--- config.mk ---
export PLATFORM = sky130hd
export DESIGN_NAME = sig_sweep
export DESIGN_NICKNAME = d
export VERILOG_FILES = /design/src/rtl/sig_sweep.sv
export SDC_FILE = /design/constraint.sdc
export NUM_CORES = 1
export LEC_CHECK = 0
export CORE_ASPECT_RATIO = 0.75
export CORE_MARGIN = 8
export CORE_UTILIZATION = 35
export DETAILED_ROUTE_END_ITERATION = 8
export GPL_TIMING_DRIVEN = 0
export HOLD_SLACK_MARGIN = 0.1
export MAX_ROUTING_LAYER = met4
export PLACE_DENSITY_LB_ADDON = 0.25
export SYNTH_ARGS = -nofsm -noshare
export SYNTH_HDL_FRONTEND = slang
export SYNTH_SLANG_ARGS = --single-unit
--- constraint.sdc ---
create_clock -name iCLK -period 10.1 [get_ports iCLK]
set_clock_uncertainty 0.2 [all_clocks]
set_input_delay 2.02 -clock iCLK [delete_from_list [all_inputs] [get_ports iCLK]]
set_output_delay 2.02 -clock iCLK [all_outputs]
set_load 0.01 [all_outputs]
--- src/rtl/sig_sweep.sv ---
// sig_sweep: operand-sweep generator with a signed/unsigned arithmetic checker.
//
// A 2W-bit counter walks every (x1, x2) operand pair, x1 = x[W-1:0] and
// x2 = x[2W-1:W]. Each pair feeds a signed and an unsigned multiply or add,
// selected by the operation latched at start. The result goes through a
// PIPE-stage pipeline. Both result streams are accumulated into modular
// checksums.
//
// Ports
//   iCLK, iRST_N      clock, asynchronous active-low reset
//   iSTART            start request, sampled only while idle
//   iOP               0 = multiply, 1 = add (latched at start)
//   iHOLD             freezes counter, pipeline and drain countdown
//   oX1, oX2          operands aligned with the results
//   oSY, oUY          signed / unsigned result, 2W bits
//   oVALID            outputs carry a fresh result this cycle
//   oBUSY             run or drain in progress
//   oDONE             one-cycle end-of-run pulse
//   oSUM_S, oSUM_U    modular sums of sign-/zero-extended results
module sig_sweep #(
    parameter int W    = 4,
    parameter int PIPE = 2,
    parameter int SUMW = 16
) (
    input  logic            iCLK,
    input  logic            iRST_N,
    input  logic            iSTART,
    input  logic            iOP,
    input  logic            iHOLD,
    output logic [W-1:0]    oX1,
    output logic [W-1:0]    oX2,
    output logic [2*W-1:0]  oSY,
    output logic [2*W-1:0]  oUY,
    output logic            oVALID,
    output logic            oBUSY,
    output logic            oDONE,
    output logic [SUMW-1:0] oSUM_S,
    output logic [SUMW-1:0] oSUM_U
);

    localparam logic [1:0] S_IDLE  = 2'd0;
    localparam logic [1:0] S_RUN   = 2'd1;
    localparam logic [1:0] S_DRAIN = 2'd2;
    localparam logic [1:0] S_DONE  = 2'd3;

    localparam logic [2*W-1:0] X_ONE      = {{(2*W-1){1'b0}}, 1'b1};
    localparam logic [2:0]     DRAIN_LAST = 3'(PIPE - 1);

    logic [1:0]     state;
    logic [2*W-1:0] x;
    logic           op;
    logic [2:0]     drain_cnt;

    logic [PIPE:1]             vld_pipe;
    logic [PIPE:1][W-1:0]      p_x1;
    logic [PIPE:1][W-1:0]      p_x2;
    logic [PIPE:1][2*W-1:0]    p_sy;
    logic [PIPE:1][2*W-1:0]    p_uy;

    logic           start_acc;
    logic           adv;
    logic           issue;
    logic [W-1:0]   x1;
    logic [W-1:0]   x2;
    logic [2*W-1:0] sx1, sx2, zx1, zx2;
    logic [2*W-1:0] sy_new, uy_new;
    logic [SUMW-1:0] sy_ext, uy_ext;

    assign start_acc = (state == S_IDLE) && iSTART;
    // Everything that moves during a run advances only on unheld cycles.
    assign adv   = ((state == S_RUN) || (state == S_DRAIN)) && !iHOLD;
    assign issue = (state == S_RUN) && !iHOLD;

    assign x1  = x[W-1:0];
    assign x2  = x[2*W-1:W];
    assign sx1 = {{W{x1[W-1]}}, x1};
    assign sx2 = {{W{x2[W-1]}}, x2};
    assign zx1 = {{W{1'b0}}, x1};
    assign zx2 = {{W{1'b0}}, x2};

    // The 2W-bit product/sum of the extended operands is exact for both
    // interpretations, so no overflow handling is needed.
    always_comb begin
        sy_new = sx1 + sx2;
        uy_new = zx1 + zx2;
        if (!op) begin
            sy_new = sx1 * sx2;
            uy_new = zx1 * zx2;
        end
    end

    // Control FSM and operand counter.
    always_ff @(posedge iCLK or negedge iRST_N) begin
        if (!iRST_N) begin
            state     <= S_IDLE;
            x         <= '0;
            op        <= 1'b0;
            drain_cnt <= '0;
        end else begin
            case (state)
                S_IDLE: begin
                    if (iSTART) begin
                        state <= S_RUN;
                        x     <= '0;
                        op    <= iOP;
                    end
                end
                S_RUN: begin
                    if (!iHOLD) begin
                        x <= x + X_ONE;
                        // Last pair issued: counter wraps, nothing reissued.
                        if (&x) begin
                            state     <= S_DRAIN;
                            drain_cnt <= DRAIN_LAST;
                        end
                    end
                end
                S_DRAIN: begin
                    if (!iHOLD) begin
                        if (drain_cnt == 3'd0) state <= S_DONE;
                        else                   drain_cnt <= drain_cnt - 3'd1;
                    end
                end
                default: state <= S_IDLE;
            endcase
        end
    end

    // Result pipeline. Valid bits always shift while advancing, but a stage's
    // data only loads when a valid result arrives, so the output stage keeps
    // the last real result after the run drains.
    always_ff @(posedge iCLK or negedge iRST_N) begin
        if (!iRST_N) begin
            vld_pipe <= '0;
            p_x1     <= '0;
            p_x2     <= '0;
            p_sy     <= '0;
            p_uy     <= '0;
        end else if (start_acc) begin
            vld_pipe <= '0;
        end else if (adv) begin
            vld_pipe[1] <= issue;
            if (issue) begin
                p_x1[1] <= x1;
                p_x2[1] <= x2;
                p_sy[1] <= sy_new;
                p_uy[1] <= uy_new;
            end
            for (int k = 2; k <= PIPE; k++) begin
                vld_pipe[k] <= vld_pipe[k-1];
                if (vld_pipe[k-1]) begin
                    p_x1[k] <= p_x1[k-1];
                    p_x2[k] <= p_x2[k-1];
                    p_sy[k] <= p_sy[k-1];
                    p_uy[k] <= p_uy[k-1];
                end
            end
        end
    end

    assign oX1    = p_x1[PIPE];
    assign oX2    = p_x2[PIPE];
    assign oSY    = p_sy[PIPE];
    assign oUY    = p_uy[PIPE];
    // A held cycle presents nothing new; the frozen result is shown again
    // as valid once the hold lifts, so each result is counted exactly once.
    assign oVALID = vld_pipe[PIPE] && !iHOLD;
    assign oBUSY  = (state == S_RUN) || (state == S_DRAIN);
    assign oDONE  = (state == S_DONE);

    assign sy_ext = SUMW'($signed(oSY));
    assign uy_ext = SUMW'(oUY);

    always_ff @(posedge iCLK or negedge iRST_N) begin
        if (!iRST_N) begin
            oSUM_S <= '0;
            oSUM_U <= '0;
        end else if (start_acc) begin
            oSUM_S <= '0;
            oSUM_U <= '0;
        end else if (oVALID) begin
            oSUM_S <= oSUM_S + sy_ext;
            oSUM_U <= oSUM_U + uy_ext;
        end
    end

endmodule

# Word level (Yosys, flattened, before mapping)
# Cells that the tools add are included.
word_totals:
  input_bits: 5
  ff_bits: 96
  output_inout_bits: 59
  word_cells: 74
classes:
  mul: 2
  reduce_logical: 19
  n_addsub: 6
  n_bitwise: 1
  muxes: 22
  n_eq_ne: 9
ops:
  columns: ["cell", "n"]
  rows:
  - ["$mux W16", 4]
  - ["$mux W8", 4]
  - ["$add A16 B16 Y16", 1]
  - ["$add A16 B8 Y16", 1]
  - ["$mul A4 B4 Y8", 2]
  - ["$pmux W8 S2", 1]
  - ["$mux W2", 7]
  - ["$mux W3", 4]
  - ["$add A4 B4 Y5", 2]
  - ["$reduce_and A5 Y1", 2]
  - ["$reduce_and A3 Y1", 3]
  - ["$add A8 B1 Y8 const B", 1]
  - ["$ne A2 B2 Y1 const B", 4]
  - ["$reduce_and A8 Y1", 1]
  - ["$reduce_bool A2 Y1", 4]
  - ["$pmux W2 S3", 1]
  - ["$pmux W3 S2", 1]
  - ["$eq A2 B2 Y1 const B", 2]
  - ["$logic_and A1 B1 Y1", 4]
  - ["$ne A2 B1 Y1 const B", 2]
  - ["$logic_not A3 Y1", 1]
  - ["$sub A3 B1 Y3 const B", 1]
  - ["$eq A2 B1 Y1 const B", 1]
  - ["$logic_not A2 Y1", 1]
  - ["other kinds (4)", 4]

# Depth between registers and ports, before layout
# Gate-level depths: netlist of the first run.
depth:
  word_depth: 5
  mapped_depth: 15
  ltp_nobuf: 15

# Worst setup path before layout of the first run
# Ideal clock, no wire load.
synth_timing:
  kind: "input to output"
  start: "in iHOLD"
  end: "out oVALID"
  t_arrival_ns: 2.825
  required_time_ns: 7.880
  path_slack_ns: 5.055
  path_buffers: 2
  cell_stages: 4
  cell_sequence: "nand2b_1 -> inv_2 -> clkbuf_1 -> clkbuf_1"
synth_via:
  elab_chain_len: 2
synth_lines:
  columns: ["item", "line", "rtl"]
  rows:
  - ["start: declaration", "29", "input logic iHOLD,"]
  - ["$logic_not A1 Y1", "167", "assign oVALID = vld_pipe[PIPE] && !iHOLD;"]
  - ["$logic_and A1 B1 Y1", "167", null]
  - ["end: declaration", "34", "output logic oVALID,"]
# No other way between the ends.

# Worst setup path in the final report of the first run
# Ends and elaborated chain as after synthesis.

==> impl_metrics.json, run 1 <==
{
  "status": "finished, final reports clean",
  "antenna_found_initial": 0,
  "clkSinkCount": 90,
  "comb_power_share_pct": 38.9,
  "final_cell_mix": "dfrtp_1 (90), nand2_1 (77), clkdlybuf4s50_1 (62)",
  "rows": 42,
  "die_x_um": 168.8,
  "grt_pass1_wl_um": 25260,
  "netSwitchingPower_w": 0.0005236,
  "setup_viol": 0,
  "final_common_cell": "dfrtp_1",
  "gp_congestion": 0.8468,
  "synth_top_area_share_pct": 36.73,
  "synth_flop_cell": "dfrtp_1",
  "vdd_drop_max_mv": 0.1334,
  "numCtsBuffers": 9,
  "post-cts-setup-buffers": 0,
  "dp_hpwl_um": 12290,
  "async_flop_share_pct": 100.0,
  "synth-seq-cells": 90,
  "drt_first_pass_iters": 5,
  "min_from": "p_sy[2]",
  "crit_fanout": 10,
  "grtUsageMet2_pct": 21.65,
  "drc": 0,
  "synth_top_area_cell": "dfrtp_1",
  "critical_path_class": "input port to output pin",
  "cp-end-kind": "output pin",
  "place_area_mm2": 0.007091,
  "syn-cell-area_mm2": 0.006132,
  "slew_headroom_pct": 47.46,
  "hp-class": "flip-flop to flip-flop",
  "antennaDiodeCount": 0,
  "yosys-mux-area-fraction_pct": 5.264,
  "grt_max_degree": 55,
  "synth_compound_area_share_pct": 14.59,
  "ctsHoldBuffers": 0,
  "synth_nets": 724,
  "hold_slack_ns": 0.2839,
  "yosys.area_share.adder_pct": 16.45,
  "grt.overflow.total": 0,
  "synthSimpleGateAreaFrac_pct": 14.69,
  "rsz0062_at_grt": "no",
  "avgSynthCellArea_um2": 9.463,
  "cts_tree": "done",
  "grt_pass1_vias": 4823,
  "ys.warnings.count": 0,
  "seqPwrFrac_pct": 36.6,
  "synth-seq-area-share_pct": 36.73,
  "grt-busiest-layer": "met2",
  "timing.rr.start": "x[7]",
  "p_clk_share_pct": 24.5,
  "endpoint": "oVALID",
  "area_delta_synth_final_pct": 20.57,
  "io_pins": 64,
  "power.internal_w": 0.0008747,
  "r2r_end": "p_sy[7]",
  "worstPathArrival_ns": 4.58,
  "nets": 799,
  "crit_required_ns": 7.88,
  "fillers": 1691,
  "cts_resized": 0,
  "routed_via_density": 5.064,
  "postRouteAntennaNets": 0,
  "max_freq_mhz": 147.0,
  "max-cap-violations": 0,
  "total_leakage_power_nw": 3.616,
  "finalCritPeriodShare_pct": 67.33,
  "routed_wl_um": 15430,
  "die_height_um": 130.6,
  "synth_edf_count": 0,
  "post_drt_wl_per_cell_um": 15.90,
  "worstMarginPinSlew_ns": 0.7852,
  "period_minus_slack_ns": 6.801,
  "cts_root_buf": "clkbuf_16",
  "grt_use_met1_pct": 21.00,
  "cts_buffer_depth": 2,
  "synth_xor_area_share_pct": 4.999,
  "coreArea_mm2": 0.01739,
  "drive_gt1_share_pct": 7.692,
  "dieArea_mm2": 0.02206,
  "fin_util_pct": 42.50,
  "drt_iter0_markers": 345,
  "switching_share_pct": 37.45,
  "clkSlewWorstSetupHoldPaths_ns": 0.06,
  "track_usage_pct": 14.77,
  "synth_top_family_by_area": "adder cells",
  "io_buffers": 63,
  "use_met3_pct": 2.762,
  "start_util_pct": 35.25,
  "power_density_mw_per_mm2": 189.1,
  "synth_area_leaders": "dfrtp_1 (37%), ha_1 (11%), fa_1 (5.2%), nand2_1 (4.7%), mux2_1 (3.7%)",
  "yosysUniqueCellTypes": 59,
  "crit_start": "iHOLD",
  "drv_slew": 0,
  "clk_latency_ns": 0.33,
  "start_kind": "input port",
  "htreeDepth": 3,
  "vias": 4912,
  "finalHoldViolations": 0,
  "syn_inst": 648,
  "worst_r2r_path_depth": 15,
  "rrSetupSlack_ns": 5.98,
  "tns_ns": 0,
  "final_cell_area_mm2": 0.007393
}
-- through the flow --
step | power (W) | setup WS, ns | cells
after floorplan | 0.0008365 | 5.055 | 648
after global placement | 0.001045 | 3.308 | 953
after detailed placement | 0.001064 | 3.284 | 954
after CTS | 0.001413 | 3.284 | 970
after global routing | 0.001498 | 3.172 | 970
final | 0.001398 | 3.299 | 970
-- sequential cells by signal, summed over array words and instances, names as in the netlist --
name       count
oX2            4
oUY            5
drain_cnt      3
p_x1           4
x              8
op             1
vld_pipe       2
oX1            4
p_uy           5
oSUM_S        16
p_x2           4
oSUM_U        16
p_sy           8
state          2
oSY            8
-- power by group through the flow --
stage	logic [W]	registers (W)	clock network [W]
floorplan	0.000340	0.000496	0
global placement	0.000528	0.000517	0
detailed placement	0.000544	0.000520	0
CTS	0.000547	0.000514	0.000353
global route	0.000603	0.000526	0.000369
finish	0.000544	0.000512	0.000343
-- layer usage --
metal  routed length, um  vias to the layer above
met5                   0                        -
li1                    -                     2381
met4                 117                        0
met3                 781                       10
met2                6447                      130
met1                8078                     2391
-- layout make-up --
cell class	count	area [um^2]	area share (%)
inverter	51	191.4	2.589
clock buffer	10	239.0	3.232
multi-input combinational	464	3433	46.44
clock inverter	6	63.81	0.8631
buffer	43	255.2	3.452
tap	242	302.8	4.095
sequential	90	2252	30.46
timing repair buffer	64	655.6	8.868
-- cell usage after synthesis (5+ instances only) --
library cell and n:
and2_1 13, xnor2_1 20, o31ai_1 5, o21ai_0 20
buf_4 24, clkbuf_1 13, a21oi_1 40, xor2_1 15
nor2_1 40, nand3_1 11, ha_1 55, and3_1 8
dfrtp_1 90, mux2_2 6, nand2b_1 5, fa_1 16
nand2_1 77, a21o_1 13, inv_1 49, mux2_1 20
o21ai_1 9, o211ai_1 5, o21a_1 5, nor3_1 11
nor2b_1 10
-- worst max-delay path: stages --
cell	delay, ns
clkdlybuf4s50_1	0.57
nand2b_1	0.25
inv_2	0.16
clkbuf_1	0.40
clkbuf_1	0.53
clkdlybuf4s50_1	0.66
-- cell families (layout without fill, tap and decap cells) --
logic type	after synthesis	in the layout
buffers and inverters	94	174
and+or+nand+nor	193	193
adders and majority gates	71	71
xor gates and xnor gates	35	35
DFF	90	90
AOI/OAI and AO/OA	136	136
muxes	29	29
-- worst min path at each step --
stage,to,slack [ns],cells past startpoint
floorplan,p_x2[1],0.24,2
global placement,p_sy[0],0.27,2
detailed placement,p_sy[2],0.27,2
CTS,p_sy[2],0.29,2
global route,p_sy[2],0.31,2
finish,p_sy[2],0.28,2
Note: power is estimated with default switching activity, not from simulation.
==> inputs of run 2 (changes only) <==
==> constraint.sdc (replaced) <==
create_clock -name iCLK -period 5.98 [get_ports iCLK]
set_clock_uncertainty 0.2 [all_clocks]
set_input_delay 1.196 -clock iCLK [delete_from_list [all_inputs] [get_ports iCLK]]
set_output_delay 1.196 -clock iCLK [all_outputs]
set_load 0.01 [all_outputs]
==> results of run 2 <==
The final DEF is identical to that of run 1. Status: finished, final reports clean.
Main changes from that run: setup slack after placement 3.284 ns -> 0.8122 ns; setup slack after layout 3.299 ns -> 0.8272 ns; register-to-register setup slack 5.98 ns -> 1.86 ns; total power 0.001398 W -> 0.002362 W; worst IR drop on VDD 0.1334 mV -> 0.2253 mV
==> inputs of run 3 (changes only) <==
--- a/config.mk
+++ b/config.mk
@@ -7,7 +7,7 @@
 export LEC_CHECK = 0
 export CORE_ASPECT_RATIO = 0.75
 export CORE_MARGIN = 8
-export CORE_UTILIZATION = 35
+export CORE_UTILIZATION = 50
 export DETAILED_ROUTE_END_ITERATION = 8
 export GPL_TIMING_DRIVEN = 0
 export HOLD_SLACK_MARGIN = 0.1
==> constraint.sdc (replaced) <==
create_clock -name iCLK -period 5.7 [get_ports iCLK]
set_clock_uncertainty 0.2 [all_clocks]
set_input_delay 1.14 -clock iCLK [delete_from_list [all_inputs] [get_ports iCLK]]
set_output_delay 1.14 -clock iCLK [all_outputs]
set_load 0.01 [all_outputs]
==> impl_metrics.json, run 3 (same netlist as run 1, synthesis figures left out) <==
{
  "max_stage_delay_ns": 0.64,
  "grt_max_degree": 70,
  "switching_share_pct": 38.36,
  "fin_cells": 894,
  "power_density_mw_per_mm2": 334.1,
  "post-place-ws_ns": 0.7474,
  "seqPwrFrac_pct": 37.0,
  "fillers": 1059,
  "critical_path_class": "input port to output pin",
  "post_drt_wl_per_cell_um": 16.89,
  "r2r_end": "p_sy[7]",
  "vdd_drop_max_mv": 0.2584,
  "cp_slowest_cell": "clkdlybuf4s50_1",
  "slew_headroom_pct": 54.05,
  "start_util_pct": 50.55,
  "rows": 35,
  "die_x_um": 143.9,
  "post-cts-setup-buffers": 0,
  "crit_fanout": 10,
  "clkSlewWorstSetupHoldPaths_ns": 0.08,
  "hp-class": "flip-flop to flip-flop",
  "crit_required_ns": 4.36,
  "cp-end-kind": "output pin",
  "drt_first_pass_iters": 5,
  "worstHoldEndpoint": "oSY[1]",
  "setup_viol": 0,
  "min_from": "p_sy[1]",
  "worst_r2r_path_depth": 15,
  "dpl.cell_count": 878,
  "hold_slack_ns": 0.2785,
  "rsz0062_at_grt": "no",
  "antenna_found_initial": 0,
  "area_delta_synth_final_pct": 18.73,
  "cts_root_buf": "clkbuf_16",
  "reg.largest.list": "oSUM_S: 16 flops, oSUM_U: 16 flops",
  "postRouteAntennaNets": 0,
  "grt_pass1_wl_um": 25220,
  "dp_hpwl_um": 11510,
  "critical_path_buf_inv_count": 5,
  "dieArea_mm2": 0.01610,
  "drt_iter0_markers": 350,
  "power.internal_w": 0.001499,
  "multiInputGateArea_mm2": 0.003433,
  "finalHoldViolations": 0,
  "finalCritPeriodShare_pct": 86.87,
  "clkSinkCount": 90,
  "drive_gt1_share_pct": 7.692,
  "period_minus_slack_ns": 4.952,
  "antennaDiodeCount": 0,
  "max_freq_mhz": 202.0,
  "comb_power_share_pct": 39.0,
  "final_common_cell": "dfrtp_1",
  "worst_slack_ns": 0.7484,
  "cts_resized": 0,
  "routed_wl_um": 15100,
  "coreArea_mm2": 0.01213,
  "gp_congestion": 0.9149,
  "cts_buffer_depth": 2,
  "vias": 4975,
  "die_height_um": 111.9,
  "netSwitchingPower_w": 0.0009330,
  "status": "finished, final reports clean",
  "max-cap-violations": 0,
  "timing.rr.start": "x[7]",
  "total_leakage_power_nw": 3.601,
  "routed_via_density": 5.565,
  "final_cell_mix": "dfrtp_1 (90), nand2_1 (77), clkdlybuf4s50_1 (62)",
  "track_usage_pct": 20.26,
  "io_pins": 64,
  "tns_ns": 0,
  "holdPathStages": 2,
  "crit_family": "buffers and inverters",
  "drv_slew": 0,
  "worstMarginPinSlew_ns": 0.6867,
  "cts_tree": "done",
  "numCtsBuffers": 9,
  "grt.overflow.total": 0,
  "grt_pass1_vias": 5058,
  "drc": 0,
  "nets": 799,
  "io_buffers": 63,
  "worstPathArrival_ns": 3.61,
  "ctsHoldBuffers": 0,
  "p_clk_share_pct": 24.0,
  "htreeDepth": 3,
  "seq_area_mm2": 0.002252,
  "path_cells": "clkdlybuf4s50_1 > nand2b_1 > inv_2 > clkbuf_1 > clkbuf_1 > clkdlybuf4s50_1",
  "clk_latency_ns": 0.35,
  "rrSetupSlack_ns": 1.47,
  "start_kind": "input port"
}
run 3: power by group through the flow:
stage	logic, W	registers [W]	clock network [W]
after floorplan	0.000603	0.000879	0
after global placement	0.000909	0.000906	0
after detailed placement	0.000942	0.000914	0
after CTS	0.000947	0.000900	0.000593
after global routing	0.00106	0.000921	0.000618
final	0.000948	0.000901	0.000583
run 3: layout make-up:
| cell class | count | share of cell area [%] |
|---|---|---|
| Multi-Input combinational cell | 464 | 47.16 |
| Sequential cell | 90 | 30.93 |
| Timing Repair Buffer | 64 | 9.005 |
| Buffer | 43 | 3.506 |
| Clock buffer | 9 | 3.093 |
| Tap cell | 166 | 2.853 |
| Inverter | 51 | 2.629 |
| Clock inverter | 7 | 0.8249 |
run 3: worst reg2reg max path, stage by stage, from the launching register on:
cell and delay [ns]:
dfrtp_1 0.47, clkbuf_1 0.41, nand2b_1 0.13, fa_1 0.46
fa_1 0.51, inv_1 0.05, fa_1 0.48, ha_1 0.17
inv_1 0.06, fa_1 0.39, inv_1 0.07, a21o_1 0.12
a21oi_1 0.08, xnor2_1 0.13, xnor2_1 0.16, o311ai_1 0.24
run 3: worst max path at each step:
stage                      start   endpoint  slack (ns)  depth (start not counted)
after global routing       iHOLD     oVALID        0.63                          6
after global placement    iRST_N  oSUM_S[3]       -0.18                          1
after floorplan             x[7]    p_sy[7]        1.96                         15
final                      iHOLD     oVALID        0.75                          6
after detailed placement   iHOLD     oVALID        0.75                          6
after CTS                  iHOLD     oVALID        0.74                          6
run 3: metal layers:
metal / vias up / track usage (%) / share of wire [%]
met5: - / - / 0
met4: 0 / 6.499 / 1.7
met3: 26 / 3.634 / 5.6
met2: 153 / 29.31 / 43
met1: 2418 / 28.10 / 49
li1: 2378 / - / -
run 3: stage by stage:
stage | power (W) | util, % | instance area [um^2]
final | 0.002432 | 60.02 | 7281
after global routing | 0.002597 | 60.02 | 7281
after detailed placement | 0.001855 | 57.67 | 6995
after floorplan | 0.001482 | - | 6132
after global placement | 0.001814 | 57.46 | 6970
after CTS | 0.002440 | 60.02 | 7281
